## src/rtl/pipelined_controller_pkg.sv

```systemverilog
// Shared types and encodings for the pipelined MIPS control unit (package ctrl_pkg).
package ctrl_pkg;

  // Register-index width implied by the MIPS instruction format.
  localparam int unsigned REG_W = 5;

  typedef enum logic [5:0] {
    OP_RTYPE = 6'b000000,
    OP_BEQ   = 6'b000100,
    OP_ADDI  = 6'b001000,
    OP_LW    = 6'b100011,
    OP_SW    = 6'b101011
  } opcode_e;

  typedef enum logic [1:0] {
    ALU_ADD   = 2'b00,
    ALU_SUB   = 2'b01,
    ALU_FUNCT = 2'b10
  } alu_op_e;

  // Control bundle carried down the pipeline; an all-zero bundle is a bubble.
  typedef struct packed {
    logic             RegDst;
    logic             ALUSrc;
    logic             Branch;
    alu_op_e          ALUOp;
    logic             MemRead;
    logic             MemWrite;
    logic             MemtoReg;
    logic             RegWrite;
    logic [REG_W-1:0] WriteReg;
  } ctrl_bundle_t;

endpackage

```

## src/rtl/pipelined_controller_if.sv

```systemverilog
// Control-unit bus: IF/ID instruction and Zero in, per-stage control and enables out.
interface pipelined_controller_if #(
  parameter int unsigned REG_ADDR_W = 5,
  parameter int unsigned ALUOP_W    = 2,
  parameter int unsigned STAT_W     = 16
) ();

  logic [31:0]           Instruction;
  logic                  Zero;
  logic                  ExRegDst;
  logic                  ExALUSrc;
  logic                  ExBranch;
  logic [ALUOP_W-1:0]    ExALUOp;
  logic [REG_ADDR_W-1:0] ExWriteReg;
  logic                  MemMemRead;
  logic                  MemMemWrite;
  logic                  WbMemtoReg;
  logic                  WbRegWrite;
  logic [REG_ADDR_W-1:0] WbWriteReg;
  logic                  PCSrc;
  logic                  PCWrite;
  logic                  IfIdWrite;
  logic                  IfIdFlush;
  logic [STAT_W-1:0]     StallCount;
  logic [STAT_W-1:0]     FlushCount;

  // Datapath side.
  modport master (
    output Instruction, Zero,
    input  ExRegDst, ExALUSrc, ExBranch, ExALUOp, ExWriteReg,
    input  MemMemRead, MemMemWrite,
    input  WbMemtoReg, WbRegWrite, WbWriteReg,
    input  PCSrc, PCWrite, IfIdWrite, IfIdFlush,
    input  StallCount, FlushCount
  );

  // Controller side.
  modport slave (
    input  Instruction, Zero,
    output ExRegDst, ExALUSrc, ExBranch, ExALUOp, ExWriteReg,
    output MemMemRead, MemMemWrite,
    output WbMemtoReg, WbRegWrite, WbWriteReg,
    output PCSrc, PCWrite, IfIdWrite, IfIdFlush,
    output StallCount, FlushCount
  );

endinterface

```

## src/rtl/pipelined_controller_hazard_unit.sv

```systemverilog
// Combinational load-use stall and taken-branch flush detection.
module hazard_unit
  import ctrl_pkg::*;
(
  input  logic             ex_mem_read_i,
  input  logic [REG_W-1:0] ex_dest_i,
  input  logic             ex_branch_i,
  input  logic             zero_i,
  input  logic [REG_W-1:0] id_rs_i,
  input  logic [REG_W-1:0] id_rt_i,
  input  logic             id_reads_rt_i,
  output logic             stall_o,
  output logic             flush_o
);

  logic load_use;

  // A taken branch wins over a load-use stall.
  always_comb begin
    load_use = ex_mem_read_i && (ex_dest_i != '0) &&
               ((ex_dest_i == id_rs_i) || (id_reads_rt_i && (ex_dest_i == id_rt_i)));
    flush_o  = ex_branch_i & zero_i;
    stall_o  = load_use & ~flush_o;
  end

endmodule

```

## src/rtl/pipelined_controller.sv

```systemverilog
// Pipelined MIPS control unit: ID decode, ID/EX, EX/MEM, MEM/WB control registers,
// load-use stall and taken-branch flush. Optional counters: CTRL_PERF_CNT_EN.
module pipelined_controller
  import ctrl_pkg::*;
#(
  parameter int unsigned REG_ADDR_W = 5,
  parameter int unsigned ALUOP_W    = 2,
  parameter int unsigned STAT_W     = 16
) (
  input logic                  Clk,
  input logic                  Rst,
  pipelined_controller_if.slave bus
);

  logic [5:0]       opcode;
  logic [REG_W-1:0] id_rs, id_rt, id_rd;
  logic             id_reads_rt;
  logic             id_known;
  ctrl_bundle_t     id_bundle;
  ctrl_bundle_t     idex_d, idex_q, exmem_q, memwb_q;
  logic             stall, flush;
  logic             unused_imm;

  assign opcode     = bus.Instruction[31:26];
  assign id_rs      = bus.Instruction[25:21];
  assign id_rt      = bus.Instruction[20:16];
  assign id_rd      = bus.Instruction[15:11];
  assign unused_imm = ^bus.Instruction[10:0];

  // ID-stage decode of the opcode into a control bundle.
  always_comb begin
    id_bundle   = '0;
    id_reads_rt = 1'b0;
    id_known    = 1'b1;
    case (opcode)
      OP_RTYPE: begin
        id_bundle.RegDst   = 1'b1;
        id_bundle.ALUOp    = ALU_FUNCT;
        id_bundle.RegWrite = 1'b1;
        id_reads_rt        = 1'b1;
      end
      OP_LW: begin
        id_bundle.ALUSrc   = 1'b1;
        id_bundle.MemRead  = 1'b1;
        id_bundle.MemtoReg = 1'b1;
        id_bundle.RegWrite = 1'b1;
        id_bundle.ALUOp    = ALU_ADD;
      end
      OP_SW: begin
        id_bundle.ALUSrc   = 1'b1;
        id_bundle.MemWrite = 1'b1;
        id_bundle.ALUOp    = ALU_ADD;
        id_reads_rt        = 1'b1;
      end
      OP_BEQ: begin
        id_bundle.Branch   = 1'b1;
        id_bundle.ALUOp    = ALU_SUB;
        id_reads_rt        = 1'b1;
      end
      OP_ADDI: begin
        id_bundle.ALUSrc   = 1'b1;
        id_bundle.RegWrite = 1'b1;
        id_bundle.ALUOp    = ALU_ADD;
      end
      default: id_known = 1'b0;
    endcase
    // Unknown opcodes keep a fully zero bundle, destination included.
    if (id_known) begin
      id_bundle.WriteReg = id_bundle.RegDst ? id_rd : id_rt;
      if (id_bundle.WriteReg == '0) id_bundle.RegWrite = 1'b0;
    end
  end

  hazard_unit u_hazard (
    .ex_mem_read_i (idex_q.MemRead),
    .ex_dest_i     (idex_q.WriteReg),
    .ex_branch_i   (idex_q.Branch),
    .zero_i        (bus.Zero),
    .id_rs_i       (id_rs),
    .id_rt_i       (id_rt),
    .id_reads_rt_i (id_reads_rt),
    .stall_o       (stall),
    .flush_o       (flush)
  );

  // Bubble into ID/EX on a stall or a taken branch.
  always_comb begin
    idex_d = id_bundle;
    if (flush || stall) idex_d = '0;
  end

  // Control pipeline registers; MEM and WB always advance.
  always_ff @(posedge Clk) begin
    if (Rst) begin
      idex_q  <= '0;
      exmem_q <= '0;
      memwb_q <= '0;
    end else begin
      idex_q  <= idex_d;
      exmem_q <= idex_q;
      memwb_q <= exmem_q;
    end
  end

  assign bus.ExRegDst    = idex_q.RegDst;
  assign bus.ExALUSrc    = idex_q.ALUSrc;
  assign bus.ExBranch    = idex_q.Branch;
  assign bus.ExALUOp     = ALUOP_W'(idex_q.ALUOp);
  assign bus.ExWriteReg  = REG_ADDR_W'(idex_q.WriteReg);
  assign bus.MemMemRead  = exmem_q.MemRead;
  assign bus.MemMemWrite = exmem_q.MemWrite;
  assign bus.WbMemtoReg  = memwb_q.MemtoReg;
  assign bus.WbRegWrite  = memwb_q.RegWrite;
  assign bus.WbWriteReg  = REG_ADDR_W'(memwb_q.WriteReg);
  assign bus.PCSrc       = flush;
  assign bus.IfIdFlush   = flush;
  assign bus.PCWrite     = ~stall;
  assign bus.IfIdWrite   = ~stall;

`ifdef CTRL_PERF_CNT_EN
  logic [STAT_W-1:0] stall_cnt_q, flush_cnt_q;

  // Saturating stall / taken-branch counters.
  always_ff @(posedge Clk) begin
    if (Rst) begin
      stall_cnt_q <= '0;
      flush_cnt_q <= '0;
    end else begin
      if (stall && (stall_cnt_q != '1)) stall_cnt_q <= stall_cnt_q + STAT_W'(1);
      if (flush && (flush_cnt_q != '1)) flush_cnt_q <= flush_cnt_q + STAT_W'(1);
    end
  end

  assign bus.StallCount = stall_cnt_q;
  assign bus.FlushCount = flush_cnt_q;
`else
  assign bus.StallCount = '0;
  assign bus.FlushCount = '0;
`endif

endmodule

```

## src/flat_wrapper.sv

```systemverilog
// flat-port wrapper written by rule: the top's interface ports become plain ports
module pipelined_controller_flat import ctrl_pkg::*;
#(
  parameter int unsigned REG_ADDR_W = 5,
  parameter int unsigned ALUOP_W    = 2,
  parameter int unsigned STAT_W     = 16
)
  (Clk, Rst, bus_Instruction, bus_Zero, bus_ExRegDst, bus_ExALUSrc, bus_ExBranch, bus_ExALUOp, bus_ExWriteReg, bus_MemMemRead, bus_MemMemWrite, bus_WbMemtoReg, bus_WbRegWrite, bus_WbWriteReg, bus_PCSrc, bus_PCWrite, bus_IfIdWrite, bus_IfIdFlush, bus_StallCount, bus_FlushCount);
  pipelined_controller_if #(.REG_ADDR_W(REG_ADDR_W), .ALUOP_W(ALUOP_W), .STAT_W(STAT_W)) bus_i ();
  input logic Clk;
  input logic Rst;
  input wire logic [$bits(bus_i.Instruction)-1:0] bus_Instruction;
  input wire logic [$bits(bus_i.Zero)-1:0] bus_Zero;
  output wire logic [$bits(bus_i.ExRegDst)-1:0] bus_ExRegDst;
  output wire logic [$bits(bus_i.ExALUSrc)-1:0] bus_ExALUSrc;
  output wire logic [$bits(bus_i.ExBranch)-1:0] bus_ExBranch;
  output wire logic [$bits(bus_i.ExALUOp)-1:0] bus_ExALUOp;
  output wire logic [$bits(bus_i.ExWriteReg)-1:0] bus_ExWriteReg;
  output wire logic [$bits(bus_i.MemMemRead)-1:0] bus_MemMemRead;
  output wire logic [$bits(bus_i.MemMemWrite)-1:0] bus_MemMemWrite;
  output wire logic [$bits(bus_i.WbMemtoReg)-1:0] bus_WbMemtoReg;
  output wire logic [$bits(bus_i.WbRegWrite)-1:0] bus_WbRegWrite;
  output wire logic [$bits(bus_i.WbWriteReg)-1:0] bus_WbWriteReg;
  output wire logic [$bits(bus_i.PCSrc)-1:0] bus_PCSrc;
  output wire logic [$bits(bus_i.PCWrite)-1:0] bus_PCWrite;
  output wire logic [$bits(bus_i.IfIdWrite)-1:0] bus_IfIdWrite;
  output wire logic [$bits(bus_i.IfIdFlush)-1:0] bus_IfIdFlush;
  output wire logic [$bits(bus_i.StallCount)-1:0] bus_StallCount;
  output wire logic [$bits(bus_i.FlushCount)-1:0] bus_FlushCount;
  assign bus_i.Instruction = bus_Instruction;
  assign bus_i.Zero = bus_Zero;
  assign bus_ExRegDst = bus_i.ExRegDst;
  assign bus_ExALUSrc = bus_i.ExALUSrc;
  assign bus_ExBranch = bus_i.ExBranch;
  assign bus_ExALUOp = bus_i.ExALUOp;
  assign bus_ExWriteReg = bus_i.ExWriteReg;
  assign bus_MemMemRead = bus_i.MemMemRead;
  assign bus_MemMemWrite = bus_i.MemMemWrite;
  assign bus_WbMemtoReg = bus_i.WbMemtoReg;
  assign bus_WbRegWrite = bus_i.WbRegWrite;
  assign bus_WbWriteReg = bus_i.WbWriteReg;
  assign bus_PCSrc = bus_i.PCSrc;
  assign bus_PCWrite = bus_i.PCWrite;
  assign bus_IfIdWrite = bus_i.IfIdWrite;
  assign bus_IfIdFlush = bus_i.IfIdFlush;
  assign bus_StallCount = bus_i.StallCount;
  assign bus_FlushCount = bus_i.FlushCount;
  pipelined_controller #(.REG_ADDR_W(REG_ADDR_W), .ALUOP_W(ALUOP_W), .STAT_W(STAT_W)) u_core (.Clk(Clk), .Rst(Rst), .bus(bus_i));
endmodule
```

## config.mk

```make
export PLATFORM = sky130hd
export DESIGN_NAME = pipelined_controller_flat
export DESIGN_NICKNAME = d
export VERILOG_FILES = /design/src/rtl/pipelined_controller_pkg.sv /design/src/rtl/pipelined_controller_if.sv /design/src/rtl/pipelined_controller_hazard_unit.sv /design/src/rtl/pipelined_controller.sv /design/src/flat_wrapper.sv
export SDC_FILE = /design/constraint.sdc
export NUM_CORES = 1
export LEC_CHECK = 0
export ABC_AREA = 1
export ABC_CLOCK_PERIOD_IN_PS = 2000
export CORE_MARGIN = 1
export CORE_UTILIZATION = 33
export DETAILED_ROUTE_END_ITERATION = 10
export GPL_TIMING_DRIVEN = 1
export PLACE_DENSITY_LB_ADDON = 0.25
export SYNTH_ARGS = -nofsm -noshare
export SYNTH_HDL_FRONTEND = slang
export SYNTH_SLANG_ARGS = --single-unit
```

## constraint.sdc

```tcl
create_clock -name Clk -period 2 [get_ports Clk]
set_clock_uncertainty 0.2 [all_clocks]
set_input_delay 0.6 -clock Clk [delete_from_list [all_inputs] [get_ports Clk]]
set_output_delay 0.6 -clock Clk [all_outputs]
set_load 0.05 [all_outputs]
```

* Word-level counts from Yosys, hierarchy flattened *
Cells that the tools add are included.

word-level totals
  register bits after elaboration = 28
  input port bits = 35
  output and inout bits = 55

cells by class
  equality and inequality tests = 6
  muxes and demuxes = 12
  bitwise operators = 5
  reduce and logical (&&, ||, !) cells = 14

operators with widths
  kind                number
  $eq 6x6->1 const B  2
  $reduce_or 3->1     4
  $eq 5x5->1          2
  $mux 1              9
  $eq 6x3->1 const B  1
  $eq 6x4->1 const B  1
  $logic_not 6->1     1
  $mux 6              1
  $logic_not 5->1     1
  $mux 5              1
  $reduce_bool 5->1   1
  $reduce_or 5->1     1
  $pmux 2 s2          1
  $logic_and 1x1->1   3
  $not 1->1           3
  $and 1x1->1         2
  $logic_or 1x1->1    2
  $reduce_or 2->1     1

* Longest topological paths before layout *
  depth in word-level cells = 9
  gate-level depth with buffers = 9
  depth with buffers taken out = 9

* Modules after synthesis *
From an unflattened synthesis, not the netlist that was laid out.

unflattened totals
  cell total of the unflattened synthesis = 220
  area total of the unflattened synthesis = 1551.5 sq um

modules (own cells, without submodules)
  module                times used  cells each  area an instance (sq um)
  pipelined_controller  1           165         1322.5
  hazard_unit           1           55          229.0

* Worst setup path before layout *
No wires, ideal clock.

  path type = input port to output port
  start = in bus_Instruction[27]
  end = out bus_PCWrite
  data arrival time = 1913 ps
  path slack = -713 ps
  stages = 7
  cells stage by stage = nor2_1 -> nand3_1 -> nand2_1 -> nand2_1 -> o21ai_2 -> nand3_1 -> buf_4

on the way
  word-level cells in the longest chain between the ends = 8

ends and longest elaborated chain
  what                                  RTL line                                source
  from (decl)                           flat_wrapper.sv:12                      input wire logic [$bits(bus_i.Instruction)-1:0] bus_Instruction;
  $eq 6x6->1 (tied with other cells)    pipelined_controller.sv:35              case (opcode)
  $reduce_or 3->1 (no source line) (*)  --
  $mux 1 (*)                            pipelined_controller.sv:35
  $logic_and 1x1->1 (*)                 pipelined_controller_hazard_unit.sv:21  ((ex_dest_i == id_rs_i) || (id_reads_rt_i && (ex_dest_i == id_rt_i)));
  $logic_or 1x1->1 (*)                  pipelined_controller_hazard_unit.sv:21
  $logic_and 1x1->1 (*)                 pipelined_controller_hazard_unit.sv:20  load_use = ex_mem_read_i && (ex_dest_i != '0) &&
  $and 1x1->1 (*)                       pipelined_controller_hazard_unit.sv:23  stall_o = load_use & ~flush_o;
  $not 1->1 (*)                         --
  to (decl)                             flat_wrapper.sv:25                      output wire logic [$bits(bus_i.PCWrite)-1:0] bus_PCWrite;

Mark *: on every way between the ends. The rest lies on a longest branch, timed or not.

* Worst setup path in the final report *
  start = in bus_Instruction[27]
  end = out bus_PCWrite

on the way
  word-level cells in the longest chain between the ends = 8

ends and longest elaborated chain
  what                                  RTL line                                source
  $eq 6x6->1 (tied with other cells)    pipelined_controller.sv:35
  $reduce_or 3->1 (no source line) (*)  --
  $mux 1 (*)                            pipelined_controller.sv:35
  $logic_and 1x1->1 (*)                 pipelined_controller_hazard_unit.sv:21
  $logic_or 1x1->1 (*)                  pipelined_controller_hazard_unit.sv:21
  $logic_and 1x1->1 (*)                 pipelined_controller_hazard_unit.sv:20
  $and 1x1->1 (*)                       pipelined_controller_hazard_unit.sv:23
  $not 1->1 (*)                         pipelined_controller.sv:117             assign bus.PCWrite = ~stall;

Marks and branches as above.

==> metrics.txt <==
outcome finished, violations left; failing checks setup timing; die area ~4700 um2; Tmin final 2.31 ns; fin crit share 1.16; Hold Crit Start u_core.exmem_q[5]; standard-cell rows 23; Setup violations, final 2; placed cells a little over 300; crit-path cells buf_8 > nor2_4 > nand3_2 > nand2_2 > nand2_2 > o21ai_4 > nand3_4 > buf_8; cts hold-fix bufs 0; initial antenna violation count 0; largest net degree at the start of global routing 16; grt ovf 0; Non-Filler Instances 314; register bit total from synthesis 27; synthesized area 1470 um2; CTS tree built; initial drt markers 32; DR vias around 1,200; worst hold-check path type register to register; final critical-path setup slack -0.311 ns; library cells used by synthesis 23; share of layout cells above drive strength 1 0.473; antenna cells 0; hpwl dp 2230 um; DRC Markers 0; most frequent cells in the layout buf_4 (38), conb_1 (32), nor2_1 (26); Leak 1.13 nW; Via density 3.79; most common cell after layout, fill and taps aside buf_4; Ports 90; antenna-violating nets left 0; crit start category primary input; clk sinks 27; Nets 300; largest area contributor in the synthesized netlist dfxtp_1; R2R depth 10; Worst Hold Endpoint u_core.bus.WbRegWrite; CP arrival 1.51 ns; Slowest cell on crit path o21ai_4; CTS buffer count 3; Worst Setup End Kind output port; Post-Syn Instances 193; Syn. warnings 0; CP required 1.20 ns; PD cells 498 nW/um2; Placer Congestion 0.717; Core Footprint 4140 um2; R2R Path Start u_core.bus.ExWriteReg[0]; first-pass GRT wire length 4170 um; later-pin clock latency in the skew report 0.27 ns; Reg2Reg Setup Slack 0.24 ns; Syn-to-layout area delta 57.2%; Seq/Total Area, Yosys 0.367; fmax between 0.4 and 0.5 GHz; Final Power 1.15 mW; max incr delay on CP 0.17 ns; area share of the largest cell type after synthesis 0.367; CTS H-tree depth 1; pins over their slew limit 0; vias in the first global route 1,024; 1st-pass router iterations 4; Clock Pin Slew Worst Setup and Hold Paths around 0.090 ns; worst hold stages 2; syn_area_per_cell 7.62 um2; Root Driver clkbuf_8; clk buf depth 2; Die X between 60 and 70 um; Starting Density 0.355; critical path class primary input to output port; Reg-to-Reg End u_core.bus.ExWriteReg[4]; Hold Fails Final Rpt 0; drt wl/cell 8.57 um; Max Cap Viol 0; GRT Total Usage 0.117; Area contributors post-synth dfxtp_1 (37%), buf_4 (21%), nor2_1 (7.4%); maximum VDD drop 0.273 mV; RSZ-0062 raised after global routing yes; WL final 2690 um; Die Ht 68.8 um; count of input and output buffers 46; Max FO, Critical Path 2
-- report_power, final --
group | total, mW | internal [mW] | switching, mW
Sequential | 0.546 | 0.542 | 0.00388
Combinational | 0.306 | 0.0947 | 0.211
Clock | 0.301 | 0.139 | 0.162
-- how the worst max path moves through the flow --
stage                    endpoint  slack, ns                start
finish                bus_PCWrite      -0.31  bus_Instruction[27]
global route          bus_PCWrite      -0.36  bus_Instruction[27]
CTS                 bus_IfIdWrite      -0.32  bus_Instruction[29]
detailed placement  bus_IfIdWrite      -0.81  bus_Instruction[31]
global placement      bus_PCWrite      -0.78  bus_Instruction[31]
floorplan             bus_PCWrite      -0.36  bus_Instruction[31]
-- synthesized netlist by cell type --
cell,instances
inv_2,5
nand4_1,1
nand2_1,28
o21ai_0,1
nand2_4,2
a31oi_1,1
nand2_2,2
clkbuf_1,2
xor2_1,4
o21ai_1,1
o21ai_2,4
nand3_2,5
nor2_1,29
inv_1,22
dfxtp_1,27
nor2_2,6
inv_4,1
nand3b_1,2
buf_4,41
nor2_4,2
nand3_1,4
conb_1,1
xnor2_1,2
-- flip-flops by register name, summed over array words and instances, names as in the netlist --
name / cells
u_core.bus.ExALUOp: 1
u_core.bus.ExALUSrc: 1
u_core.bus.ExBranch: 1
u_core.bus.ExRegDst: 1
u_core.bus.ExWriteReg: 5
u_core.bus.MemMemWrite: 1
u_core.bus.WbMemtoReg: 1
u_core.bus.WbRegWrite: 1
u_core.bus.WbWriteReg: 5
u_core.exmem_q: 7
u_core.idex_q: 3
-- repair_timing --
item                                    CTS  global route
pin swaps                                18            10
cloned                                    0             0
endpoints found under the setup margin   16             2
buffers inserted                          4             2
gates resized for setup                  78            18
-- critical path, delay by kind of cell --
family	cells	cell delay, ns
AOI/OAI and AO/OA	1	0.17
buffers and inverters	2	0.26
and+or+nand+nor	5	0.47
-- per-layer routing --
layer / part of all wire / global-route usage
met1: 0.41 / 0.143
met4: 0.0082 / 0.0383
met2: 0.54 / 0.207
met5: 0 / 0
met3: 0.051 / 0.0197
-- layout make-up --
type | instances | area (um2)
multi-input combinational | 126 | 697
fill | 409 | 1830
tap | 50 | 62.6
inverter | 28 | 114
sequential | 27 | 548
timing repair buffer | 79 | 846
clock buffer | 3 | 41.3
clock inverter | 1 | 5.00
-- per-stage QoR --
step / TNS, ns / hold WS [ns] / setup slack (ns) / util / area, um2
after floorplan: -0.512 / 0.188 / -0.365 / - / 1650
after global routing: -0.716 / 0.212 / -0.359 / 0.558 / 2310
after CTS: -0.633 / 0.207 / -0.317 / 0.543 / 2250
after global placement: -6.55 / 0.191 / -0.778 / 0.530 / 2200
after detailed placement: -6.96 / 0.194 / -0.809 / 0.530 / 2200
final: -0.622 / 0.206 / -0.311 / 0.558 / 2310
-- cells by family (layout without fill, tap and decap cells) --
family | Yosys count | in the layout | synth area share
compound gates | 7 | 7 | 0.0349
xor+xnor | 6 | 6 | 0.0357
buf+inv | 71 | 111 | 0.287
flops | 27 | 27 | 0.367
other cells | 1 | 32 | 0.00255
simple gates | 81 | 81 | 0.272
Power figures use the tool's default switching activity.
